--- config.mk ---
export PLATFORM = sky130hd
export DESIGN_NAME = i2c_reg_slave
export DESIGN_NICKNAME = d
export VERILOG_FILES = /design/src/rtl/i2c_reg_slave.sv
export SDC_FILE = /design/constraint.sdc
export NUM_CORES = 1
export LEC_CHECK = 0
export BUFFER_PORTS_ARGS = -buffer_cell sky130_fd_sc_hd__buf_4
export CAP_MARGIN = 5
export CORE_MARGIN = 2
export CORE_UTILIZATION = 52
export CTS_BUF_LIST = sky130_fd_sc_hd__clkbuf_8 sky130_fd_sc_hd__clkbuf_16
export DETAILED_ROUTE_END_ITERATION = 8
export PLACE_DENSITY = 0.75
export SETUP_SLACK_MARGIN = 0.02
export SYNTH_ARGS = -nofsm -noshare
export SYNTH_HDL_FRONTEND = slang
export SYNTH_SLANG_ARGS = --single-unit
--- constraint.sdc ---
create_clock -name clk_i -period 2.4 [get_ports clk_i]
set_clock_uncertainty 0.2 [all_clocks]
set_input_delay 0.36 -clock clk_i [delete_from_list [all_inputs] [get_ports clk_i]]
set_output_delay 0.36 -clock clk_i [all_outputs]
set_load 0.02 [all_outputs]
--- src/rtl/i2c_reg_slave.sv ---
// rtl/i2c_reg_slave.sv - I2C slave exposing a byte register file with pointer, bursts and write strobe
// Optional build macro I2C_AUTO_INC_EN: pointer advances after each written or ACKed read byte.
module i2c_reg_slave #(
    parameter logic [6:0] I2C_ADDRESS      = 7'h20,
    parameter int         NOF_DATA_WORDS   = 4,
    parameter int         NOF_ADDRESS_BITS = 2
) (
    input  logic                          clk_i,
    input  logic                          reset_n_i,
    input  logic                          scl_i,
    input  logic                          sda_i,
    output logic                          sda_o,
    output logic [NOF_DATA_WORDS*8-1:0]   data_o,
    output logic                          wr_strobe_o,
    output logic [NOF_ADDRESS_BITS-1:0]   wr_addr_o,
    output logic                          busy_o
);

`ifdef I2C_AUTO_INC_EN
    localparam logic AUTO_INC = 1'b1;
`else
    localparam logic AUTO_INC = 1'b0;
`endif

    localparam logic [NOF_ADDRESS_BITS:0]   NOF_W    = (NOF_ADDRESS_BITS+1)'(NOF_DATA_WORDS);
    localparam logic [NOF_ADDRESS_BITS-1:0] LAST_IDX = NOF_ADDRESS_BITS'(NOF_DATA_WORDS-1);

    typedef enum logic [3:0] {
        S_IDLE, S_ADDR, S_ADDR_ACK, S_PTR, S_PTR_ACK,
        S_WDATA, S_WDATA_ACK, S_RDATA, S_RDATA_ACK, S_WAIT
    } state_t;

    // [0] metastability flop, [1] synchronised value, [2] previous synchronised value
    logic [2:0] scl_sync_q, sda_sync_q;

    state_t                      state_q, state_d;
    logic [3:0]                  cnt_q, cnt_d;
    logic [7:0]                  rx_q, rx_d;
    logic [7:0]                  tx_q, tx_d;
    logic [NOF_ADDRESS_BITS-1:0] ptr_q, ptr_d;
    logic                        ack_q, ack_d;
    logic                        sda_q, sda_d;
    logic [7:0]                  regs_q [NOF_DATA_WORDS];
    logic [7:0]                  regs_d [NOF_DATA_WORDS];
    logic                        strobe_q, strobe_d;
    logic [NOF_ADDRESS_BITS-1:0] waddr_q, waddr_d;
    logic                        busy_q, busy_d;

    logic                        scl_rise, scl_fall, start_det, stop_det, sda_s;
    logic                        in_range;
    logic [7:0]                  rx_byte, rd_byte;
    logic [NOF_ADDRESS_BITS-1:0] ptr_inc;

    assign sda_s     = sda_sync_q[1];
    assign scl_rise  =  scl_sync_q[1] & ~scl_sync_q[2];
    assign scl_fall  = ~scl_sync_q[1] &  scl_sync_q[2];
    assign start_det =  scl_sync_q[1] &  scl_sync_q[2] & ~sda_sync_q[1] &  sda_sync_q[2];
    assign stop_det  =  scl_sync_q[1] &  scl_sync_q[2] &  sda_sync_q[1] & ~sda_sync_q[2];

    assign in_range = {1'b0, ptr_q} < NOF_W;
    assign rx_byte  = {rx_q[6:0], sda_s};
    assign rd_byte  = in_range ? regs_q[ptr_q] : 8'h00;
    assign ptr_inc  = (ptr_q >= LAST_IDX) ? '0 : ptr_q + NOF_ADDRESS_BITS'(1);

    always_comb begin
        state_d  = state_q;
        cnt_d    = cnt_q;
        rx_d     = rx_q;
        tx_d     = tx_q;
        ptr_d    = ptr_q;
        ack_d    = ack_q;
        sda_d    = sda_q;
        regs_d   = regs_q;
        strobe_d = 1'b0;
        waddr_d  = waddr_q;
        busy_d   = busy_q;

        if (stop_det) begin
            state_d = S_IDLE;
            cnt_d   = 4'd0;
            sda_d   = 1'b1;
            busy_d  = 1'b0;
        end else if (start_det) begin
            state_d = S_ADDR;
            cnt_d   = 4'd0;
            sda_d   = 1'b1;
            busy_d  = 1'b1;
        end else begin
            case (state_q)
                S_ADDR, S_PTR, S_WDATA: begin
                    if (scl_rise) begin
                        rx_d  = rx_byte;
                        cnt_d = cnt_q + 4'd1;
                        // Pointer and register updates happen on the 8th SCL rise
                        if (cnt_q == 4'd7 && state_q == S_PTR) begin
                            ptr_d = rx_byte[NOF_ADDRESS_BITS-1:0];
                        end else if (cnt_q == 4'd7 && state_q == S_WDATA) begin
                            if (in_range) begin
                                regs_d[ptr_q] = rx_byte;
                                strobe_d      = 1'b1;
                                waddr_d       = ptr_q;
                            end
                            if (AUTO_INC) ptr_d = ptr_inc;
                        end
                    end else if (scl_fall && cnt_q == 4'd8) begin
                        cnt_d = 4'd0;
                        sda_d = 1'b0;
                        case (state_q)
                            S_ADDR: begin
                                if (rx_q[7:1] == I2C_ADDRESS) begin
                                    state_d = S_ADDR_ACK;
                                end else begin
                                    state_d = S_WAIT;
                                    sda_d   = 1'b1;
                                end
                            end
                            S_PTR:   state_d = S_PTR_ACK;
                            default: state_d = S_WDATA_ACK;
                        endcase
                    end
                end
                S_ADDR_ACK: begin
                    if (scl_fall) begin
                        cnt_d = 4'd0;
                        if (rx_q[0]) begin
                            state_d = S_RDATA;
                            sda_d   = rd_byte[7];
                            tx_d    = {rd_byte[6:0], 1'b0};
                        end else begin
                            state_d = S_PTR;
                            sda_d   = 1'b1;
                        end
                    end
                end
                S_PTR_ACK, S_WDATA_ACK: begin
                    if (scl_fall) begin
                        state_d = S_WDATA;
                        cnt_d   = 4'd0;
                        sda_d   = 1'b1;
                    end
                end
                S_RDATA: begin
                    if (scl_rise) begin
                        cnt_d = cnt_q + 4'd1;
                    end else if (scl_fall) begin
                        if (cnt_q == 4'd8) begin
                            state_d = S_RDATA_ACK;
                            cnt_d   = 4'd0;
                            sda_d   = 1'b1;
                        end else begin
                            sda_d = tx_q[7];
                            tx_d  = {tx_q[6:0], 1'b0};
                        end
                    end
                end
                S_RDATA_ACK: begin
                    if (scl_rise) begin
                        ack_d = sda_s;
                        if (!sda_s && AUTO_INC) ptr_d = ptr_inc;
                    end else if (scl_fall) begin
                        cnt_d = 4'd0;
                        if (!ack_q) begin
                            state_d = S_RDATA;
                            sda_d   = rd_byte[7];
                            tx_d    = {rd_byte[6:0], 1'b0};
                        end else begin
                            state_d = S_WAIT;
                            sda_d   = 1'b1;
                        end
                    end
                end
                default: ;
            endcase
        end
    end

    // Synchronisers reset to the idle-bus level so release of reset creates no edges
    always_ff @(posedge clk_i or negedge reset_n_i) begin
        if (!reset_n_i) begin
            scl_sync_q <= '1;
            sda_sync_q <= '1;
            state_q    <= S_IDLE;
            cnt_q      <= 4'd0;
            rx_q       <= 8'h00;
            tx_q       <= 8'h00;
            ptr_q      <= '0;
            ack_q      <= 1'b1;
            sda_q      <= 1'b1;
            for (int i = 0; i < NOF_DATA_WORDS; i++) regs_q[i] <= 8'h00;
            strobe_q   <= 1'b0;
            waddr_q    <= '0;
            busy_q     <= 1'b0;
        end else begin
            scl_sync_q <= {scl_sync_q[1:0], scl_i};
            sda_sync_q <= {sda_sync_q[1:0], sda_i};
            state_q    <= state_d;
            cnt_q      <= cnt_d;
            rx_q       <= rx_d;
            tx_q       <= tx_d;
            ptr_q      <= ptr_d;
            ack_q      <= ack_d;
            sda_q      <= sda_d;
            regs_q     <= regs_d;
            strobe_q   <= strobe_d;
            waddr_q    <= waddr_d;
            busy_q     <= busy_d;
        end
    end

    for (genvar k = 0; k < NOF_DATA_WORDS; k++) begin : g_img
        assign data_o[8*k +: 8] = regs_q[k];
    end

    assign sda_o       = sda_q;
    assign wr_strobe_o = strobe_q;
    assign wr_addr_o   = waddr_q;
    assign busy_o      = busy_q;

endmodule

---- Word-level counts from Yosys, hierarchy flattened ----
Index checks and enable logic that the tools add are counted.
storage, ports and cells
  flip-flop bits (word level) ............. 70
  output and inout bits ................... 37
  word-level logic and storage cells ...... 149
operators by class
  $add $sub $neg .......................... 1
  magnitude comparators ................... 2
  eq/ne operators ......................... 31
  mux-type cells .......................... 65
  bitwise logic cells ..................... 15
  reduce and logical (&&, ||, !) cells .... 19
operators by type and width
  cell                  count
  $mux W4               22
  $mux W8               11
  $ne A4 B4 Y1 const B  9
  $bwmux W32            1
  $pmux W8 S3           1
  $mux W1               23
  $eq A4 B3 Y1 const B  5
  $pmux W4 S5           1
  $bmux W8 S2           1
  $demux W8 S2          1
  $ne A2 B2 Y1 const B  8
  $pmux W4 S4           1
  $ne A5 B5 Y1 const B  3
  $reduce_and A11 Y1    1
  $reduce_and A10 Y1    1
  $reduce_and A5 Y1     2
  $reduce_and A9 Y1     1
  $eq A4 B2 Y1 const B  2
  $eq A4 B4 Y1 const B  2
  $pmux W4 S2           1
  $reduce_and A4 Y1     2
  $and A1 B1 Y1         7
  $eq A7 B6 Y1 const B  1
  $not A1 Y1            7
  15 further kinds      19

---- Longest topological paths before layout ----
Gate-level depths: netlist of run 1.
  depth in word-level cells ............... 10
  depth in mapped cells ................... 9

---- Worst setup path after synthesis of run 1 ----
Ideal clock, no wire load.
  path kind ............................... flip-flop to flip-flop
  start point ............................. register scl_sync_q[1]
  end point ............................... register regs_q (netlist bit data_o[0])
  library setup time ...................... 0.125 ns
  arrival ................................. 2.282 ns
  path slack .............................. -0.207 ns
  cell stages (with the launch flop) ...... 7
  cells stage by stage .................... dfstp_2 -> ha_1 -> nand4b_1 -> or3b_1 -> nor3_4 -> nor3b_4 -> mux2_2
between the ends
  longest elaborated chain between the ends .. 5
  elaborated cells between the ends (all ways) .. 9
ends and longest elaborated chain
  item                                            RTL line  text
  from (decl)                                     34        logic [2:0] scl_sync_q, sda_sync_q;
  from (signal assigned)                          194       scl_sync_q <= {scl_sync_q[1:0], scl_i};
  $and A1 B1 Y1                                   57, 58
  $and A1 B1 Y1 (on tied branches) (2 in series)  58, 57
  $not A1 Y1 (no line)                            --
  $reduce_and A6 Y1 (no line) (*)                 --
  to (signal assigned)                            203       regs_q <= regs_d;
  to (decl)                                       43        logic [7:0] regs_q [NOF_DATA_WORDS];
Mark *: on every way between the ends. The rest lies on a longest branch, timed or not.
A chain may end at the register's enable or synchronous reset.

---- Worst setup path after layout of run 1 ----
Same ends and word-level chain as after synthesis.

==> results_dict.tcl, run 1 <==
set metrics [dict create \
    dieArea_um2 7240 \
    min_to "sda_sync_q[1]$_DFF_PN1_" \
    vdd_drop_max_v 0.000721 \
    clk_pin_slew_ps 80 \
    final_cells 452 \
    drive_gt1_frac 0.560 \
    p_int_mw 2.24 \
    synth_top_area_share 0.446 \
    ff2ff_setup_slack_ps -140 \
    yosys.area.top_type "dfrtp_1" \
    worstPathRequired_ps 2440 \
    arrival_ps 2580 \
    clkPwrFrac 0.255 \
    cts_root_buf "clkbuf_8" \
    routed_wl_um 9170 \
    ys_seq_elements 69 \
    yosysWarnings 0 \
    tightest_slew_ps 864 \
    worst_setup_path_end_kind "register" \
    timing.rr.end "data_o[0]$_DFFE_PN0P_" \
    drv_cap 0 \
    pwr-share-comb 0.345 \
    power.density_nw_per_um2 776 \
    drt-met1-wl_um 3950 \
    grt-ovfl-total 0 \
    reg2reg_from "scl_sync_q[1]$_DFF_PN1_" \
    fin_setup_tns_ps -3010 \
    rsz0062_at_grt "true" \
    synth_flop_cell "dfrtp_1" \
    post-route-min-period_ps 2540 \
    worstSkewPairLatency_ps 350 \
    placed_area_um2 4090 \
    place_inst 421 \
    switching_share 0.380 \
    place.gp.congestion 0.997 \
    track_usage 0.245 \
    hold_depth 0 \
    r2r_cells 7 \
    netlist_area_um2 3420 \
    synth_cell_types 46 \
    nets 379 \
    nFillCells 384 \
    yosys-top-cells-count "dfrtp_1 (61), mux2_2 (55), nand2_1 (17)" \
    max_freq_ghz 0.394 \
    finalHoldViolations 0 \
    whs_ps 158 \
    crit_fanout 5 \
    wl_per_cell_um 20.3 \
    htree_num_levels 3 \
    worstSetupPathType "reg -> reg" \
    syn_inst 277 \
    switchingPower_mw 1.37 \
    io_pins 41 \
    status "finished with violations" \
    relSlewSlack 0.424 \
    drtAntennaViolNets 0 \
    antenna_cells 0 \
    preCtsSetupSlack_ps -120 \
    hold_class "reg -> reg" \
    grt_antenna_before_repair 0 \
    dr.pass1.iters 5 \
    rows 29 \
    cts_max_path_buffers 2 \
    grt_pass1_wl_um 13800 \
    grt_max_degree 70 \
    drtIter0Drc 250 \
    cts.sinks 69 \
    tritoncts "done" \
    synthArstFlopShare 1.00 \
    syn_avg_cell_area_um2 12.3 \
    synthTopCellsByArea "dfrtp_1 (45%), mux2_2 (18%), dfstp_2 (6.1%), mux4_2 (5.3%), nand2_1 (1.9%)" \
    via_per_inst 6.00 \
    io_buffers 40 \
    setup_viol 39 \
    grt_pass1_vias 2708 \
    leakage_nw 2.22 \
    drc 0 \
    synth_edf_count 0 \
    dp_hpwl_um 5750 \
    initial_core_util 0.539 \
    violations "setup timing" \
    final.setup.worst_slack_ps -138 \
    post-route-period-util 1.06 \
    start_kind "register" \
    syn_nets 286 \
    ys_seq_area_frac 0.508 \
    drv_slew 0 \
    die_w_um 85.1 \
    area_growth_pct 36.1 \
    route.met3.wl_um 522 \
    vias 2713 \
    cts_buffers 9 \
    synth_most_common_cell "dfrtp_1" \
    top_layer "met4" \
    die_h_um 85.1 \
    wl_met2_um 4570 \
    seq_power_share 0.400 \
    design_area_um2 4660 \
    hold_start "sda_sync_q[0]$_DFF_PN1_" \
    fp.coreArea_um2 6350 \
]
routing by layer:
metal / global-route usage / vias up
li1: - / 1208
met1: 0.331 / 1375
met2: 0.393 / 115
met3: 0.0652 / 15
met4: 0.0678 / 0
met5: 0 / -
per-stage QoR:
stage / utilization / power [mW]
after floorplan: - / 2.05
after detailed placement: 0.644 / 2.43
after global routing: 0.733 / 3.79
after CTS: 0.695 / 3.38
after global placement: 0.644 / 2.41
final: 0.733 / 3.61
power groups by stage:
stage | Combinational [mW] | Sequential, mW | Clock, mW
after floorplan | 0.686 | 1.36 | 0
after global placement | 0.975 | 1.44 | 0
after detailed placement | 0.985 | 1.44 | 0
after CTS | 1.02 | 1.42 | 0.930
after global routing | 1.33 | 1.46 | 0.992
final | 1.25 | 1.44 | 0.923
layout by cell type, fill, tap and decap left out, types with 3 or more instances in the layout:
cell            n
mux2_4         18
a21oi_1        10
nor2b_1         3
nand2_1        15
nand3_1         5
o2bb2ai_1       3
nor3b_1         4
inv_1           5
nor2_1         10
nand2b_1        3
ha_4            3
dfrtp_1        60
dlygate4sd3_1   3
dfstp_2         8
mux2_2         37
o22ai_1         3
buf_4          84
buf_6           9
nand3b_1        6
clkbuf_8        9
o21ai_0         5
nor3_1          4
inv_6           3
mux4_2          8
nor4b_4         3
critical path, stage by stage (launching register included):
cell and delay [ps]:
dfstp_2 560, ha_4 140, nand4b_1 130, or3b_4 450
nor3_4 200, nor3b_4 280, buf_6 170, mux2_4 300
registers in the layout (all words and copies together), names as in the netlist:
name and flops:
ack_q 1, busy_o 1, cnt_q 4, data_o 32, ptr_q 2, rx_q 8
scl_sync_q 3, sda_o 1, sda_sync_q 3, state_q 4, tx_q 7, wr_addr_o 2
wr_strobe_o 1
repair_timing:
item / in CTS / in global routing
endpoints found under the setup margin: 19 / 55
hold buffers: 3 / 0
hold endpoints to repair: 63 / 0
pin swaps: 5 / 12
setup buffers: 5 / 10
cloned: 0 / 0
resized for setup: 15 / 45
logic make-up (layout without fill, tap and decap cells):
| group | count (synthesis) | in the layout | share of synthesized area |
|---|---|---|---|
| mux | 65 | 65 | 0.240 |
| xor+xnor | 2 | 2 | 0.00512 |
| simple gates | 73 | 73 | 0.125 |
| compound gates | 42 | 42 | 0.0797 |
| buf+inv | 21 | 119 | 0.0245 |
| fa+ha+maj | 5 | 5 | 0.0183 |
| flops | 69 | 69 | 0.508 |
area by class of cell:
class,instances,area [um2],share of cell area
clock buffer,9,124,0.0266
clock inverter,7,65.1,0.0140
inverter,7,26.3,0.00564
multi-input combinational,187,1840,0.396
sequential,69,1740,0.373
tap,77,96.3,0.0207
timing repair buffer,96,762,0.164
how the worst max path moves through the flow:
| stage | start | endpoint | slack (ps) | cells after the start |
|---|---|---|---|---|
| after floorplan | scl_sync_q[1]$_DFF_PN1_ | data_o[0]$_DFFE_PN0P_ | -110 | 6 |
| after global placement | scl_sync_q[1]$_DFF_PN1_ | data_o[4]$_DFFE_PN0P_ | -60 | 7 |
| after detailed placement | scl_sync_q[1]$_DFF_PN1_ | data_o[4]$_DFFE_PN0P_ | -120 | 7 |
| after CTS | scl_sync_q[1]$_DFF_PN1_ | data_o[0]$_DFFE_PN0P_ | -90 | 7 |
| after global routing | scl_sync_q[1]$_DFF_PN1_ | data_o[0]$_DFFE_PN0P_ | -200 | 7 |
| final | scl_sync_q[1]$_DFF_PN1_ | data_o[0]$_DFFE_PN0P_ | -140 | 7 |
Note: power is estimated with default switching activity, not from simulation.
==> run 2: changes to the inputs <==
--- a/config.mk
+++ b/config.mk
@@ -7,6 +7,7 @@
 export LEC_CHECK = 0
 export BUFFER_PORTS_ARGS = -buffer_cell sky130_fd_sc_hd__buf_4
 export CAP_MARGIN = 5
+export CORE_ASPECT_RATIO = 1.75
 export CORE_MARGIN = 2
 export CORE_UTILIZATION = 52
 export CTS_BUF_LIST = sky130_fd_sc_hd__clkbuf_8 sky130_fd_sc_hd__clkbuf_16
==> run 2 against run 1 <==
- the flow still finishes with violations (setup timing)
- die area grew 0.36%
- wire length shrank 5.5%
- setup slack gained 43 ps
- hold slack gained 0.64 ps
- total power grew 9.6%
- critical path type unchanged
- critical endpoint is now data_o[1]$_DFFE_PN0P_
- largest power group unchanged
==> results_dict.tcl, run 2 (synthesis gave the netlist of run 1 again) <==
set metrics [dict create \
    cts_buffers 9 \
    htree_num_levels 3 \
    layout_commonest_cell "buf_4" \
    worstPathRequired_ps 2420 \
    hold_class "reg -> reg" \
    status "finished with violations" \
    via_per_inst 5.89 \
    total_power_mw 3.96 \
    initial_core_util 0.531 \
    regArea_um2 1740 \
    cts_max_path_buffers 2 \
    crit_fanout 8 \
    r2r_cells 7 \
    grt_antenna_before_repair 0 \
    nFillCells 467 \
    vdd_drop_max_v 0.000679 \
    worstSkewPairLatency_ps 340 \
    grt_max_degree 53 \
    path_cells "ha_4, nand4b_1, or3b_4, nor3_4, nor3b_4, buf_12, mux2_4" \
    start_kind "register" \
    clk_pin_slew_ps 60 \
    hold_depth 0 \
    grtUsageMet1 0.286 \
    drtIter0Drc 202 \
    post-route-period-util 1.04 \
    cpMaxStageDelayCell "dfstp_2" \
    vias 2627 \
    antenna_cells 0 \
    nets 368 \
    arrival_ps 2510 \
    preCtsSetupSlack_ps -49.0 \
    routed_wl_um 8670 \
    rows 39 \
    worstPathBufferInverterCount 1 \
    fp.coreArea_um2 6440 \
    dp_hpwl_um 6190 \
    rsz0062_at_grt "true" \
    drtAntennaViolNets 0 \
    grt-ovfl-total 0 \
    dieArea_um2 7270 \
    grtUsageMet3 0.0528 \
    die_w_um 65.3 \
    tightest_slew_ps 632 \
    critPathTopFamily "simple AND/OR/NAND/NOR gates" \
    worst_setup_path_end_kind "register" \
    fin_setup_tns_ps -1090 \
    mostFrequentLayoutCells "buf_4 (77), dfrtp_1 (61), mux2_2 (47)" \
    cp.depth 7 \
    die_h_um 111 \
    io_pins 41 \
    final.setup.worst_slack_ps -95.2 \
    grt_pass1_wl_um 14000 \
    post-route-min-period_ps 2500 \
    drive_gt1_frac 0.511 \
    setup_viol 32 \
    finalHoldViolations 0 \
    cts.sinks 69 \
    relSlewSlack 0.577 \
    io_buffers 40 \
    max_stage_delay_ps 550 \
    drv_slew 0 \
    drv_cap 0 \
    track_usage 0.260 \
    wl_per_cell_um 19.4 \
    largest_register_ffs 32 \
    grt_pass1_vias 2742 \
    dr.pass1.iters 4 \
    power.density_nw_per_um2 860 \
    cts_root_buf "clkbuf_16" \
    multi_input_area_um2 1750 \
    use_met2 0.448 \
    top_usage_layer "met2" \
    max_freq_ghz 0.401 \
    violations "setup timing" \
    place.gp.congestion 0.915 \
    drc 0 \
    leakage_nw 2.21 \
    area_growth_pct 34.6 \
    worstSetupPathType "reg -> reg" \
    tritoncts "done" \
]
[run 2: through the flow]
| step | area (um2) | cells | hold slack, ps | util |
|---|---|---|---|---|
| after floorplan | 3440 | 277 | -136 | - |
| after global placement | 4100 | 424 | 42.2 | 0.637 |
| after detailed placement | 4100 | 424 | 45.4 | 0.637 |
| after CTS | 4490 | 444 | 159 | 0.696 |
| after global routing | 4600 | 446 | 164 | 0.715 |
| final | 4600 | 446 | 159 | 0.715 |
[run 2: cell type report]
cell class / count / area share
flip-flops and latches: 69 / 0.377
clock buffers: 11 / 0.0549
inverters: 7 / 0.00571
clock inverters: 5 / 0.0128
multi-input cells: 187 / 0.379
well taps: 82 / 0.0223
repair buffers: 85 / 0.148
[run 2: layer usage]
| metal | routed length (um) | vias to the layer above |
|---|---|---|
| li1 | - | 1194 |
| met1 | 3190 | 1328 |
| met2 | 4820 | 73 |
| met3 | 307 | 32 |
| met4 | 350 | 0 |
| met5 | 0 | - |
[run 2: path summary, 6_finish.rpt]
check	startpoint	end	slack (ps)
setup reg to reg	scl_sync_q[1]$_DFF_PN1_	data_o[1]$_DFFE_PN0P_	-100
hold / removal	scl_sync_q[0]$_DFF_PN1_	scl_sync_q[1]$_DFF_PN1_	160
hold reg to reg	scl_sync_q[0]$_DFF_PN1_	scl_sync_q[1]$_DFF_PN1_	160
max in group asynchronous	reset_n_i	sda_o$_DFFE_PN1P_	1150
min in group asynchronous	reset_n_i	cnt_q[0]$_DFFE_PN0P_	240
setup / recovery	scl_sync_q[1]$_DFF_PN1_	data_o[1]$_DFFE_PN0P_	-100
[run 2: power by group]
| part | switching [mW] | internal (mW) | total (mW) |
|---|---|---|---|
| sequential | 0.156 | 1.27 | 1.42 |
| combinational | 0.633 | 0.551 | 1.18 |
| clock | 0.494 | 0.860 | 1.35 |
| total | 1.28 | 2.68 | 3.96 |
[run 2: what timing repair did]
item,in CTS,in global routing
pin swaps,0,6
buffers inserted,1,2
gates cloned,0,0
endpoints found under the hold margin,19,0
hold buffers,3,0
endpoints found under the setup margin,44,55
gates resized for setup,9,19
==> run 3: changes to the inputs <==
--- a/config.mk
+++ b/config.mk
@@ -7,12 +7,15 @@
 export LEC_CHECK = 0
 export BUFFER_PORTS_ARGS = -buffer_cell sky130_fd_sc_hd__buf_4
 export CAP_MARGIN = 5
+export CELL_PAD_IN_SITES_DETAIL_PLACEMENT = 0
+export CELL_PAD_IN_SITES_GLOBAL_PLACEMENT = 2
 export CORE_ASPECT_RATIO = 1.75
 export CORE_MARGIN = 2
-export CORE_UTILIZATION = 52
-export CTS_BUF_LIST = sky130_fd_sc_hd__clkbuf_8 sky130_fd_sc_hd__clkbuf_16
+export CORE_UTILIZATION = 37
+export CTS_BUF_LIST = sky130_fd_sc_hd__clkbuf_2 sky130_fd_sc_hd__clkbuf_4 sky130_fd_sc_hd__clkbuf_8
 export DETAILED_ROUTE_END_ITERATION = 8
-export PLACE_DENSITY = 0.75
+export MAX_ROUTING_LAYER = met4
+export PLACE_DENSITY_LB_ADDON = 0.1
 export SETUP_SLACK_MARGIN = 0.02
 export SYNTH_ARGS = -nofsm -noshare
 export SYNTH_HDL_FRONTEND = slang
==> run 3 against run 2 <==
- the run still ends with setup timing left
- via count is 2.0% lower
- highest routed layer unchanged
- sequential cell count stayed put
- first-iteration DRC count is 42% lower
- wire length is 7.4% higher
- die area is 38% higher
- non-clock buffer count is 5 higher
- largest cell class is now registers
- setup slack better by 92 ps
==> results_dict.tcl, run 3 (synthesis gave the netlist of run 1 again) <==
set metrics [dict create \
    route.met3.wl_um 260 \
    grt_pass1_vias 2769 \
    drv_cap 0 \
    vias 2574 \
    grt_max_degree 35 \
    rsz0062_at_grt "true" \
    grt-ovfl-total 0 \
    top_layer "met4" \
    hold_class "reg -> reg" \
    layout_commonest_cell "buf_4" \
    via_per_inst 5.26 \
    rows 46 \
    worstSetupPathType "reg -> reg" \
    drt-met1-wl_um 3440 \
    setup_viol 2 \
    largest_register_ffs 32 \
    grt_antenna_before_repair 0 \
    crit_fanout 8 \
    cts_root_buf "clkbuf_8" \
    reg2reg_from "scl_sync_q[1]$_DFF_PN1_" \
    timing.rr.end "data_o[6]$_DFFE_PN0P_" \
    drive_gt1_frac 0.520 \
    die_w_um 76.7 \
    ff2ff_setup_slack_ps -3 \
    clk_pin_slew_ps 80 \
    arrival_ps 2430 \
    tritoncts "done" \
    io_pins 41 \
    nFillCells 846 \
    dr.pass1.iters 4 \
    final.setup.worst_slack_ps -2.90 \
    track_usage 0.199 \
    violations "setup timing" \
    mostFrequentLayoutCells "buf_4 (83), dfrtp_1 (60), mux2_2 (47)" \
    r2r_cells 7 \
    worstSkewPairLatency_ps 350 \
    fin_setup_tns_ps -4.01 \
    worstPathRequired_ps 2430 \
    utilization 0.502 \
    start_kind "register" \
    grt_pass1_wl_um 14800 \
    routed_wl_um 9310 \
    cts_buffers 9 \
    status "finished with violations" \
    htree_num_levels 3 \
    area_growth_pct 32.7 \
    dieArea_um2 10100 \
    drtIter0Drc 118 \
    relSlewSlack 0.699 \
    antenna_cells 0 \
    drtAntennaViolNets 0 \
    hold_start "scl_sync_q[0]$_DFF_PN1_" \
    vdd_drop_max_v 0.000503 \
    hold_depth 0 \
    drv_slew 0 \
    min_to "scl_sync_q[1]$_DFF_PN1_" \
    die_h_um 131 \
    power.density_nw_per_um2 785 \
    dp_hpwl_um 7050 \
    wl_per_cell_um 19.0 \
    place.gp.congestion 0.820 \
    io_buffers 40 \
    nets 373 \
    cts_max_path_buffers 2 \
    worst_setup_path_end_kind "register" \
    wl_met2_um 5280 \
    post-route-min-period_ps 2400 \
    drc 0 \
    tightest_slew_ps 452 \
    fp.coreArea_um2 9040 \
    max_freq_ghz 0.416 \
    cts.sinks 69 \
    leakage_nw 2.15 \
    initial_core_util 0.379 \
    finalHoldViolations 0 \
    post-route-period-util 1.00 \
]
## run 3: cell types whose count changed in the layout (fill, tap and decap cells not counted), sizes merged
| cell | change |
|---|---|
| buf | +5 |
| clkbuf | -2 |
| clkinvlp | +1 |
| inv | +1 |
## run 3: critical path, cell delays in order, from the launching register on
cell and delay (ps):
dfstp_2 560, ha_4 140, nand4b_1 120, or3b_4 410, nor3_4 140, nor3b_4 250, buf_12 160, mux2_4 300
## run 3: per-layer routing
layer,up-vias,global-route usage
met5,-,-
met4,0,0.105
met3,22,0.0350
met2,63,0.356
met1,1286,0.204
li1,1203,-
## run 3: how the worst max path moves through the flow
stage | to | from | depth (start not counted)
5_1_grt | data_o[7]$_DFFE_PN0P_ | scl_sync_q[1]$_DFF_PN1_ | 7
3_3_place_gp | rx_q[5]$_DFFE_PN0P_ | scl_sync_q[1]$_DFF_PN1_ | 6
3_5_place_dp | cnt_q[3]$_DFFE_PN0P_ | scl_sync_q[1]$_DFF_PN1_ | 8
6_report | data_o[6]$_DFFE_PN0P_ | scl_sync_q[1]$_DFF_PN1_ | 7
2_1_floorplan | data_o[0]$_DFFE_PN0P_ | scl_sync_q[1]$_DFF_PN1_ | 6
4_1_cts | data_o[7]$_DFFE_PN0P_ | scl_sync_q[1]$_DFF_PN1_ | 7
## run 3: through the flow
| step | total power, mW | instance area [um2] | cells | setup WS, ps | hold slack [ps] |
|---|---|---|---|---|---|
| 4_1_cts | 3.53 | 4470 | 487 | -27.7 | 151 |
| 6_report | 3.56 | 4540 | 489 | -2.90 | 150 |
| 3_3_place_gp | 2.53 | 4180 | 468 | -39.8 | 132 |
| 5_1_grt | 3.76 | 4540 | 489 | -109 | 153 |
| 2_1_floorplan | 2.05 | 3440 | 277 | -110 | -136 |
| 3_5_place_dp | 2.53 | 4180 | 468 | -65.7 | 137 |
## run 3: layout make-up
type,count,area [um2],area share
Sequential cell,69,1740,0.383
Multi-Input combinational cell,187,1720,0.379
Timing Repair Buffer,90,707,0.156
Tap cell,120,150,0.0331
Clock buffer,9,124,0.0273
Clock inverter,7,75.1,0.0165
Inverter,7,26.3,0.00579
## run 3: report_power, final
group | total (mW) | switching (mW) | internal, mW
clock | 0.968 | 0.485 | 0.483
sequential | 1.43 | 0.160 | 1.27
combinational | 1.17 | 0.636 | 0.532
## run 3: timing repair
action,CTS,global route
buffers inserted,0,2
pin swaps,3,0
endpoints found under the hold margin,31,0
setup endpoints to repair,54,44
resized for setup,16,10
hold buffers,3,0
